--- src/rtl/elbeth_mem_arbiter.sv ---
// elbeth_mem_arbiter: lets the elbeth_core instruction and data ports share one
// single-port word memory. Access order is round-robin. Byte addresses become
// word indices. Out-of-range and timed-out accesses are flagged back to the core.
//
// Ports:
//   clk, rst                    clock and synchronous active-high reset
//   imem_en/addr/rw/out_data    instruction-port request (held until imem_ready)
//   imem_in_data/ready/error    instruction-port response (one-cycle ready pulse)
//   dmem_*                      same set for the data port
//   mem_en/addr/rw/out_data     memory request; held stable for a whole access
//   mem_in_data, mem_ready      memory response; ready may come in the first cycle
module elbeth_mem_arbiter #(
  parameter int unsigned ADDR_BITS = 8,
  parameter int unsigned TIMEOUT   = 15
) (
  input  logic                 clk,
  input  logic                 rst,
  input  logic                 imem_en,
  input  logic [31:0]          imem_addr,
  input  logic [3:0]           imem_rw,
  input  logic [31:0]          imem_out_data,
  output logic [31:0]          imem_in_data,
  output logic                 imem_ready,
  output logic                 imem_error,
  input  logic                 dmem_en,
  input  logic [31:0]          dmem_addr,
  input  logic [3:0]           dmem_rw,
  input  logic [31:0]          dmem_out_data,
  output logic [31:0]          dmem_in_data,
  output logic                 dmem_ready,
  output logic                 dmem_error,
  output logic                 mem_en,
  output logic [ADDR_BITS-1:0] mem_addr,
  output logic [3:0]           mem_rw,
  output logic [31:0]          mem_out_data,
  input  logic [31:0]          mem_in_data,
  input  logic                 mem_ready
);

  localparam int unsigned CNT_W   = 8;
  localparam logic        GRANT_I = 1'b0;
  localparam logic        GRANT_D = 1'b1;

  typedef enum logic [2:0] {IDLE, BUSY_I, BUSY_D, RESP_I, RESP_D} state_t;

  state_t            state;
  state_t            state_next;
  logic              last_grant;
  logic [CNT_W-1:0]  cnt;

  logic              pick_d;
  logic [31:0]       sel_addr;
  logic [3:0]        sel_rw;
  logic [31:0]       sel_wdata;
  logic              out_of_range;
  logic              timeout_hit;
  logic              resp_error;
  logic              busy_now;
  logic              busy_next;
  logic              any_req;

  // State register
  always_ff @(posedge clk) begin
    if (rst) begin
      state <= IDLE;
    end else begin
      state <= state_next;
    end
  end

  // Arbitration, range check and next-state decision
  always_comb begin
    state_next   = state;
    resp_error   = 1'b0;
    any_req      = imem_en || dmem_en;
    // D wins when alone, or on a tie when I was served last
    pick_d       = dmem_en && (!imem_en || (last_grant == GRANT_I));
    sel_addr     = pick_d ? dmem_addr     : imem_addr;
    sel_rw       = pick_d ? dmem_rw       : imem_rw;
    sel_wdata    = pick_d ? dmem_out_data : imem_out_data;
    out_of_range = (sel_addr >> (ADDR_BITS + 2)) != 32'd0;
    timeout_hit  = (cnt + CNT_W'(1)) == CNT_W'(TIMEOUT);

    case (state)
      IDLE: begin
        if (any_req) begin
          if (out_of_range) begin
            state_next = pick_d ? RESP_D : RESP_I;
            resp_error = 1'b1;
          end else begin
            state_next = pick_d ? BUSY_D : BUSY_I;
          end
        end
      end
      BUSY_I, BUSY_D: begin
        // A ready on the final counted cycle still counts as success
        if (mem_ready) begin
          state_next = (state == BUSY_D) ? RESP_D : RESP_I;
        end else if (timeout_hit) begin
          state_next = (state == BUSY_D) ? RESP_D : RESP_I;
          resp_error = 1'b1;
        end
      end
      default: state_next = IDLE;
    endcase

    busy_now  = (state == BUSY_I) || (state == BUSY_D);
    busy_next = (state_next == BUSY_I) || (state_next == BUSY_D);
  end

  // Registered responses, memory request and bookkeeping
  always_ff @(posedge clk) begin
    if (rst) begin
      last_grant   <= GRANT_I;
      cnt          <= '0;
      imem_ready   <= 1'b0;
      imem_error   <= 1'b0;
      imem_in_data <= '0;
      dmem_ready   <= 1'b0;
      dmem_error   <= 1'b0;
      dmem_in_data <= '0;
      mem_en       <= 1'b0;
      mem_addr     <= '0;
      mem_rw       <= '0;
      mem_out_data <= '0;
    end else begin
      imem_ready <= (state_next == RESP_I);
      imem_error <= (state_next == RESP_I) && resp_error;
      dmem_ready <= (state_next == RESP_D);
      dmem_error <= (state_next == RESP_D) && resp_error;
      mem_en     <= busy_next;

      if ((state == IDLE) && any_req) begin
        last_grant <= pick_d ? GRANT_D : GRANT_I;
      end

      // Requester holds its bus stable through BUSY, so capturing at grant is enough
      if ((state == IDLE) && busy_next) begin
        mem_addr     <= sel_addr[ADDR_BITS+1:2];
        mem_rw       <= sel_rw;
        mem_out_data <= sel_wdata;
      end else if (!busy_next) begin
        mem_rw <= '0;
      end

      cnt <= busy_now ? (cnt + CNT_W'(1)) : '0;

      if ((state == BUSY_I) && (state_next == RESP_I)) begin
        imem_in_data <= mem_ready ? mem_in_data : 32'd0;
      end
      if ((state == BUSY_D) && (state_next == RESP_D)) begin
        dmem_in_data <= mem_ready ? mem_in_data : 32'd0;
      end
    end
  end

endmodule

--- config.mk ---
export PLATFORM = sky130hd
export DESIGN_NAME = elbeth_mem_arbiter
export DESIGN_NICKNAME = d
export VERILOG_FILES = /design/src/rtl/elbeth_mem_arbiter.sv
export SDC_FILE = /design/constraint.sdc
export NUM_CORES = 1
export LEC_CHECK = 0
export ABC_AREA = 1
export BUFFER_PORTS_ARGS = -buffer_cell sky130_fd_sc_hd__buf_2
export CORE_MARGIN = 2
export CORE_UTILIZATION = 41
export CTS_CLUSTER_DIAMETER = 30
export CTS_CLUSTER_SIZE = 28
export DETAILED_ROUTE_END_ITERATION = 10
export GPL_TIMING_DRIVEN = 0
export PLACE_DENSITY = 0.72
export SYNTH_ARGS = -nofsm -noshare
export SYNTH_HDL_FRONTEND = slang
export SYNTH_SLANG_ARGS = --single-unit
--- constraint.sdc ---
create_clock -name clk -period 2.3 [get_ports clk]
set_input_delay 0 -clock clk [delete_from_list [all_inputs] [get_ports clk]]
set_output_delay 0 -clock clk [all_outputs]
set_load 0.02 [all_outputs]
==> flow_summary.toml, run 1 <==
[outcome]
status = "finished with violations"
violations = "setup timing"

[worst_setup_path]
worstSetupStartpointType = "flip-flop"
critPathBufInv = 4
endpoint_kind = "flip-flop"
worst-path-max-fanout = 5
critPathMaxStageDelay_ns = 0.32
slowest_stage = "dfxtp_2"
required_ns = 2.65
arrival_ns = 2.70
cp_top_family = "simple AND/OR/NAND/NOR gates"
path_cells = "nand2_2 -> nand2_2 -> buf_8 -> inv_4 -> nand3_4 -> o22a_4 -> ha_4 -> inv_2 -> nor2_2 -> nor2_4 -> nand3_2 -> nand2_4 -> nand2_8 -> buf_8 -> nand2_1 -> nand2_1 -> nor2_1"
path_class = "flip-flop to flip-flop"

[timing]
fin_skew_ns = 0.00957
fin_ws_ns = -0.0462
fin_tns_setup_ns = -0.479
rsz0062_at_grt = "yes"
worst_slew_pin_slew_ns = 0.818
relSlewSlack_pct = 45.5
setup_viol = 45
drv_slew = 0
final.min_clock_period_ns = 2.35
max_freq_mhz = 426
hold_violations = 0
hold_ws_ns = 0.116
finalCritPeriodShare_pct = 102

[routing]
ant_nets = 0
drtIter0Drc = 419
drtPass1Iterations = 5
totalWireLength_mm = 22.0
routed_via_density = 4.88
wl_per_cell_um = 14.8
drc = 0
vias = 7231

[placement]
detailed_place_hpwl_mm = 14.0
port_buffers = 280
place_congestion = 0.888
dpl-instance-area_um2 = 7220
dp_cells = 1307

[floorplan]
core_um2 = 13300
placementRows = 42
die_w_um = 121
die-area_um2 = 14600
ioPinCount = 286
initial_utilization_pct = 42.1
die_height_um = 121

[clock_network]
tritoncts = "built"
htree_levels = 4
insertion_delay_ns = 0.42
clockBufferDepth = 2
root_buffer = "clkbuf_16"
clk_pin_slew_ns = 0.05
cts_buffers = 17
clock_sinks = 125

[grt]
grt_max_degree = 20
gr-total-overflow = 0
grt_use_total_pct = 28.6
grt_first_pass_wirelength_mm = 33.0
grt_pass1_vias = 7010
antenna_found_initial = 0

[finish]
final_cell_mix = "nand2_1 (285), buf_2 (282), dlygate4sd3_1 (123), dfxtp_1 (118), nor2_1 (117)"
fin_nets = 1469
syn2layout_area_growth_pct = 74.2
final_cell_area_um2 = 9750
n_antenna_cell = 0
final_common_cell = "nand2_1"
final_cells = 1482
drive_gt1_share_pct = 34.5

[min_path]
hold_path_class = "primary input to flip-flop"

[yosys]
yosysWarnings = 0
synth_nets = 1027
syn_area_per_cell_um2 = 6.58
ys_types = 31
netlist_instances = 851
synth_seq_area_share_pct = 44.7
synth_area_um2 = 5600
synth_seq_cells = 125

[power_and_ir_drop]
ir_worst_vdd_v = 0.000539
p_leak_nw = 5.09
power_density_nw_per_um2 = 765

[flow_run]
maxCapViolCount = 0
[metal layers]
metal  routed length, um  GRT usage [%]  part of all wire [%]  up-vias
li1                    -              -                     -     3532
met1                8170           29.6                    37     3285
met2               11200           49.9                    51      334
met3                1640           8.54                   7.5       80
met4                 960           18.5                   4.4        0
met5                   0              0                     0        -
[Yosys cell counts]
cell type  count  share of area [%]
a21oi_1       69                6.2
o21bai_1       1               0.13
nand3_1       25                2.2
nand3_2        2               0.36
buf_6          4               0.80
a211oi_1       5               0.67
nand2_2        2               0.22
a31oi_1        1               0.11
o21ai_1        2               0.18
xor2_1         1               0.16
nor4_1        10                1.1
nor3_1         3               0.27
clkbuf_1      27                1.8
nor2_1       124                8.3
nand2_1      307                 21
nor2_2         2               0.22
o22a_1         1               0.16
nand3b_1       1               0.13
inv_1         75                5.0
dfxtp_1      125                 45
buf_4          1               0.13
ha_1           3               0.67
buf_1          6               0.40
inv_2          2               0.13
o21ai_0       33                3.0
nand2_4        2               0.40
nand4_1        4               0.45
nor2_4         1               0.20
buf_2         10               0.89
or2_2          1               0.11
nand4_2        1               0.22
[flip-flops by register name (all words and copies together), names as in the netlist]
| register | cells |
|---|---|
| dmem_in_data | 32 |
| imem_in_data | 32 |
| mem_out_data | 32 |
| cnt | 8 |
| mem_addr | 8 |
| mem_rw | 4 |
| state | 3 |
| dmem_error | 1 |
| dmem_ready | 1 |
| imem_error | 1 |
| imem_ready | 1 |
| last_grant | 1 |
| mem_en | 1 |
[final timing paths]
check | from | end | slack, ns | depth (start not counted)
min reg2reg | imem_in_data[12] | imem_in_data[12] | 0.45 | 2
max reg2reg | last_grant | mem_out_data[2] | -0.05 | 17
max | last_grant | mem_out_data[2] | -0.05 | 17
min | mem_ready | imem_error | 0.12 | 6
[report_power, final]
group | internal, mW | switching [mW]
clock | 1.67 | 0.975
sequential | 2.42 | 0.131
combinational | 0.930 | 1.34
total | 5.02 | 2.44
[layout make-up]
type | count | area, um2
buffer | 46 | 325
clock buffer | 21 | 470
clock inverter | 11 | 116
fill | 968 | 3550
inverter | 77 | 294
multi-input combinational | 602 | 2940
sequential | 125 | 2520
tap | 176 | 220
timing repair buffer | 424 | 2860
[kinds of logic after synthesis]
| family | synth area share [%] |
|---|---|
| simple gates | 34.9 |
| buf+inv | 9.21 |
| flops | 44.7 |
| compound gates | 10.4 |
| fa+ha+maj | 0.671 |
| xor+xnor | 0.157 |
[metrics by stage]
step           util, %  setup slack [ns]  total power [mW]
6_report          73.3           -0.0462              7.46
5_1_grt           73.3            -0.171              7.82
4_1_cts           69.9           0.00537              7.36
3_5_place_dp      54.3            -0.601              4.35
3_3_place_gp      54.3            -0.559              4.32
2_1_floorplan        -            0.0465              3.71
[what timing repair did]
item / in CTS / in global routing
gates resized for setup: 46 / 132
endpoints found under the setup margin: 102 / 84
hold endpoints to repair: 110 / 0
cloned: 2 / 4
hold buffers: 123 / 0
buffers inserted: 8 / 9
pin swaps: 13 / 44
[worst min-delay path, delay by kind of cell]
family	cells	cell delay, ns
AOI/OAI and AO/OA	1	0.07
and+or+nand+nor	2	0.12
buffers and inverters	3	0.29
Power figures use the tool's default switching activity.
==> run 2, diff against run 1 <==
Settings changed: CELL_PAD_IN_SITES_DETAIL_PLACEMENT set to 1, CELL_PAD_IN_SITES_GLOBAL_PLACEMENT set to 1, CORE_MARGIN 2 to 3, CORE_UTILIZATION 41 to 27.
==> flow_summary.toml, run 2 (synthesis results as in run 1) <==
[grt]
antenna_found_initial = 1
grt_first_pass_wirelength_mm = 38.0
grt_pass1_vias = 7429
gr-total-overflow = 0
grt_use_total_pct = 21.4
grt_max_degree = 20

[timing]
hold_violations = 0
fin_ws_ns = -0.154
worst_slew_pin_slew_ns = 0.715
drv_slew = 0
fin_tns_setup_ns = -0.181
finalCritPeriodShare_pct = 107
rsz0062_at_grt = "yes"
setup_viol = 3
relSlewSlack_pct = 52.3
max_freq_mhz = 408
fin_skew_ns = 0.0128
final.min_clock_period_ns = 2.45

[routing]
totalWireLength_mm = 26.5
met1_length_mm = 10.1
drtIter0Drc = 200
top_layer_used = "met4"
ant_nets = 0
drc = 0
wl_per_cell_um = 16.9
vias = 7120
met2_wirelength_mm = 13.5
routed_via_density = 4.53
dr_wl_met3_mm = 2.23
drtPass1Iterations = 4

[clock_network]
htree_levels = 4
clock_sinks = 125
insertion_delay_ns = 0.42
clockBufferDepth = 2
root_buffer = "clkbuf_16"
tritoncts = "built"
clk_pin_slew_ns = 0.06
cts_buffers = 17

[finish]
top_regs = "dmem_in_data: 32 flops, imem_in_data: 32 flops, mem_out_data: 32 flops"
multi_input_area_um2 = 3000
seqCellArea_um2 = 2520
fill_cells = 2607
fin_util_pct = 49.0
final_common_cell = "buf_2"
fin_nets = 1463
final_cell_mix = "buf_2 (281), nand2_1 (267), dlygate4sd3_1 (121), dfxtp_1 (118), nor2_1 (108)"
drive_gt1_share_pct = 35.3
syn2layout_area_growth_pct = 77.6

[worst_setup_path]
path_cells = "nand2_2 -> nand2_2 -> buf_8 -> inv_2 -> nand3_1 -> o22a_2 -> ha_4 -> inv_2 -> nor2_2 -> nor2_4 -> nand4_4 -> nand2_8 -> nand2_4 -> clkbuf_16 -> nand2_1 -> nand2_1 -> nor2_1"
required_ns = 2.62
critPathMaxStageDelay_ns = 0.32
arrival_ns = 2.77
worstSetupStartpointType = "flip-flop"
endpoint_kind = "flip-flop"
critPathBufInv = 4
cp_top_family = "simple AND/OR/NAND/NOR gates"
path_class = "flip-flop to flip-flop"
worst-path-max-fanout = 5
slowest_stage = "dfxtp_2"

[floorplan]
die_height_um = 150
ioPinCount = 286
initial_utilization_pct = 27.6
die-area_um2 = 22500
core_um2 = 20300
die_w_um = 150
placementRows = 52

[power_and_ir_drop]
p_leak_nw = 5.08
power_density_nw_per_um2 = 809
fin_total_pwr_mw = 8.05
ir_worst_vdd_v = 0.000399

[placement]
place_congestion = 0.786
detailed_place_hpwl_mm = 17.0
port_buffers = 280

[outcome]
violations = "setup timing"
status = "finished with violations"

[min_path]
hold_path_class = "primary input to flip-flop"

[flow_run]
maxCapViolCount = 0
## run 2: changes by cell type in the layout (fill, tap and decap cells not counted), sizes merged
cell,change
inv,+7
buf,-6
clkinv,-4
bufinv,+3
clkinvlp,-3
diode,+3
clkbuf,-2
dlygate4sd3,-2
## run 2: worst paths after layout
path                                       from               to  cells past startpoint  slack (ns)
worst min register to register  imem_in_data[3]  imem_in_data[3]                      2        0.46
worst max register to register       last_grant      mem_addr[2]                     17       -0.15
worst max-delay path                 last_grant      mem_addr[2]                     17       -0.15
worst min-delay path                 dmem_rw[2]        mem_rw[2]                      5         0.1
## run 2: area by class of cell
type                            instances  share of cell area, %
Timing Repair Buffer                  418                   28.2
Tap cell                              270                   3.40
Buffer                                 46                   3.24
Clock inverter                         14                   2.33
Antenna cell                            3                 0.0755
Multi-Input combinational cell        602                   30.2
Sequential cell                       125                   25.3
Inverter                               77                   2.93
Clock buffer                           17                   4.28
## run 2: layer usage
| metal | GRT usage (%) | up-vias |
|---|---|---|
| li1 | - | 3518 |
| met1 | 22.7 | 3316 |
| met2 | 39.5 | 246 |
| met3 | 7.54 | 40 |
| met4 | 6.63 | 0 |
| met5 | 0 | - |
## run 2: tightest hold or removal path, delay by kind of cell
kind	cells	cell delay, ns
buffers and inverters	1	0.10
AND/OR/NAND/NOR	3	0.26
AO/OA/AOI/OAI	1	0.08
## run 2: timing repair
item / CTS / global route
pin swaps: 11 / 38
setup endpoints to repair: 108 / 96
buffers inserted: 6 / 6
cloned: 0 / 6
hold endpoints to repair: 109 / 0
resized for setup: 40 / 135
hold buffers: 121 / 0
## run 2: power by group
part	leakage (nW)	total, mW	switching, mW	internal [mW]
Combinational	3.73	2.45	1.47	0.979
Clock	0.322	3.05	1.10	1.95
Sequential	1.02	2.54	0.127	2.41
## run 2: through the flow
step,setup slack (ns),instance area (um2),hold WS [ns],cells
global route,-0.247,9930,0.106,1570
detailed placement,-0.721,7340,0.258,1401
CTS,-0.0451,9390,0.00252,1558
floorplan,0.0465,5600,0.145,851
finish,-0.154,9940,0.0961,1572
global placement,-0.694,7340,0.262,1401
==> run 3, diff against run 2 <==
Settings changed: GPL_TIMING_DRIVEN 0 to not set, SETUP_SLACK_MARGIN set to 0.5, SKIP_LAST_GASP set to 1.
==> flow_summary.toml, run 3 (synthesis results as in run 1) <==
[outcome]
status = "finished with violations"
violations = "setup timing"

[placement]
place_congestion = 0.771
dpl-instance-area_um2 = 7530
dp_cells = 1378
detailed_place_hpwl_mm = 15.5
port_buffers = 281
place_ws_ns = -0.163

[finish]
final_common_cell = "buf_2"
final_cell_mix = "buf_2 (281), nand2_1 (273), dlygate4sd3_1 (121), dfxtp_1 (119), nor2_1 (100)"
fill_cells = 2502
final_cell_area_um2 = 10600
final_cells = 1582
drive_gt1_share_pct = 40.8
fin_nets = 1474
syn2layout_area_growth_pct = 89.0
top_regs = "dmem_in_data: 32 flops, imem_in_data: 32 flops, mem_out_data: 32 flops"

[timing]
setup_viol = 36
fin_ws_ns = -0.132
max_freq_mhz = 411
hold_violations = 0
finalCritPeriodShare_pct = 106
drv_slew = 0
rsz0062_at_grt = "yes"
fin_tns_setup_ns = -1.18
final.min_clock_period_ns = 2.43
fin_skew_ns = 0.0121
relSlewSlack_pct = 47.2
worst_slew_pin_slew_ns = 0.791

[clock_network]
insertion_delay_ns = 0.42
tritoncts = "built"
htree_levels = 4
clk_pin_slew_ns = 0.06
clock_sinks = 125
clockBufferDepth = 2
root_buffer = "clkbuf_16"
cts_buffers = 17

[routing]
vias = 7452
drc = 0
totalWireLength_mm = 29.4
drtPass1Iterations = 4
routed_via_density = 4.71
wl_per_cell_um = 18.6
drtIter0Drc = 216
ant_nets = 0

[min_path]
hold_path_class = "primary input to flip-flop"
worstHoldPathCells = 5

[floorplan]
die-area_um2 = 22500
core_um2 = 20300
ioPinCount = 286
die_height_um = 150
die_w_um = 150
placementRows = 52
initial_utilization_pct = 27.6

[grt]
gr-total-overflow = 0
antenna_found_initial = 1
grt_use_total_pct = 22.5
grt_pass1_vias = 7665
grt_first_pass_wirelength_mm = 40.2
grt_max_degree = 49

[power_and_ir_drop]
ir_worst_vdd_v = 0.000566
p_leak_nw = 5.36
power_density_nw_per_um2 = 749

[worst_setup_path]
worst-path-max-fanout = 8
worstSetupStartpointType = "flip-flop"
path_class = "flip-flop to flip-flop"
arrival_ns = 2.73
r2r_slack_ns = -0.13
required_ns = 2.60
ff2ff_path_depth = 17
endpoint_kind = "flip-flop"

[flow_run]
maxCapViolCount = 0
==> run 3: cell types whose count changed in the layout (fill, tap and decap cells not counted), sizes merged <==
cell,previous run,this run
buf,318,346
clkbuf,42,26
clkinv,2,8
inv,84,78
bufinv,5,2
clkinvlp,0,3
diode,3,1
==> run 3: cell type report <==
class                      instances  area (um2)  share of cell area [%]
multi-input combinational        602        3200                    30.3
timing repair buffer             475        3630                    34.4
clock buffer                      18         439                    4.15
antenna                            1        2.50                  0.0237
clock inverter                    14         144                    1.36
inverter                          77         295                    2.79
sequential                       125        2520                    23.8
tap                              270         338                    3.19
==> run 3: metal layers <==
layer | global-route usage, % | share of wire, %
met4 | 8.97 | 3.6
met5 | 0 | 0.034
met3 | 7.21 | 6.9
met2 | 39.3 | 50
met1 | 25.3 | 39
==> run 3: where the power goes <==
part / internal (mW) / leakage (nW) / total (mW) / switching (mW)
sequential: 2.42 / 1.02 / 2.56 / 0.149
combinational: 1.10 / 4.05 / 2.67 / 1.57
clock: 1.62 / 0.286 / 2.69 / 1.06
total: 5.14 / 5.36 / 7.92 / 2.78
==> run 3: repair_timing <==
item	in CTS	in global routing
hold endpoints to repair	108	0
cloned	5	11
endpoints found under the setup margin	114	115
resized for setup	70	123
setup buffers	19	15
pin swaps	10	48
hold buffers	121	0
==> run 3: metrics by stage <==
step / util, % / power (mW) / hold slack [ns]
floorplan: - / 3.80 / 0.131
global placement: 37.1 / 4.43 / 0.252
detailed placement: 37.1 / 4.47 / 0.262
CTS: 48.4 / 7.52 / 0.0000123
global route: 52.1 / 8.33 / 0.0497
finish: 52.1 / 7.92 / 0.0686
==> run 3: path summary, 6_finish.rpt <==
path | start | end
worst max-delay path | cnt[0] | mem_out_data[13]
worst min-delay path | dmem_rw[1] | mem_rw[1]
worst max register to register | cnt[0] | mem_out_data[13]
worst min register to register | imem_in_data[26] | imem_in_data[26]
==> run 3: critical path, stage by stage (launching register included) <==
cell     delay, ns
dfxtp_4       0.37
inv_2         0.05
ha_1          0.20
nand2_2       0.09
nor2_4        0.04
nand3_2       0.07
nor2_4        0.05
buf_6         0.11
nand3_4       0.06
buf_6         0.10
nand2_4       0.06
nor2_4        0.25
nand4_4       0.14
nand2_4       0.16
nand2_8       0.13
buf_8         0.17
nor2_1        0.17
nor2_1        0.10
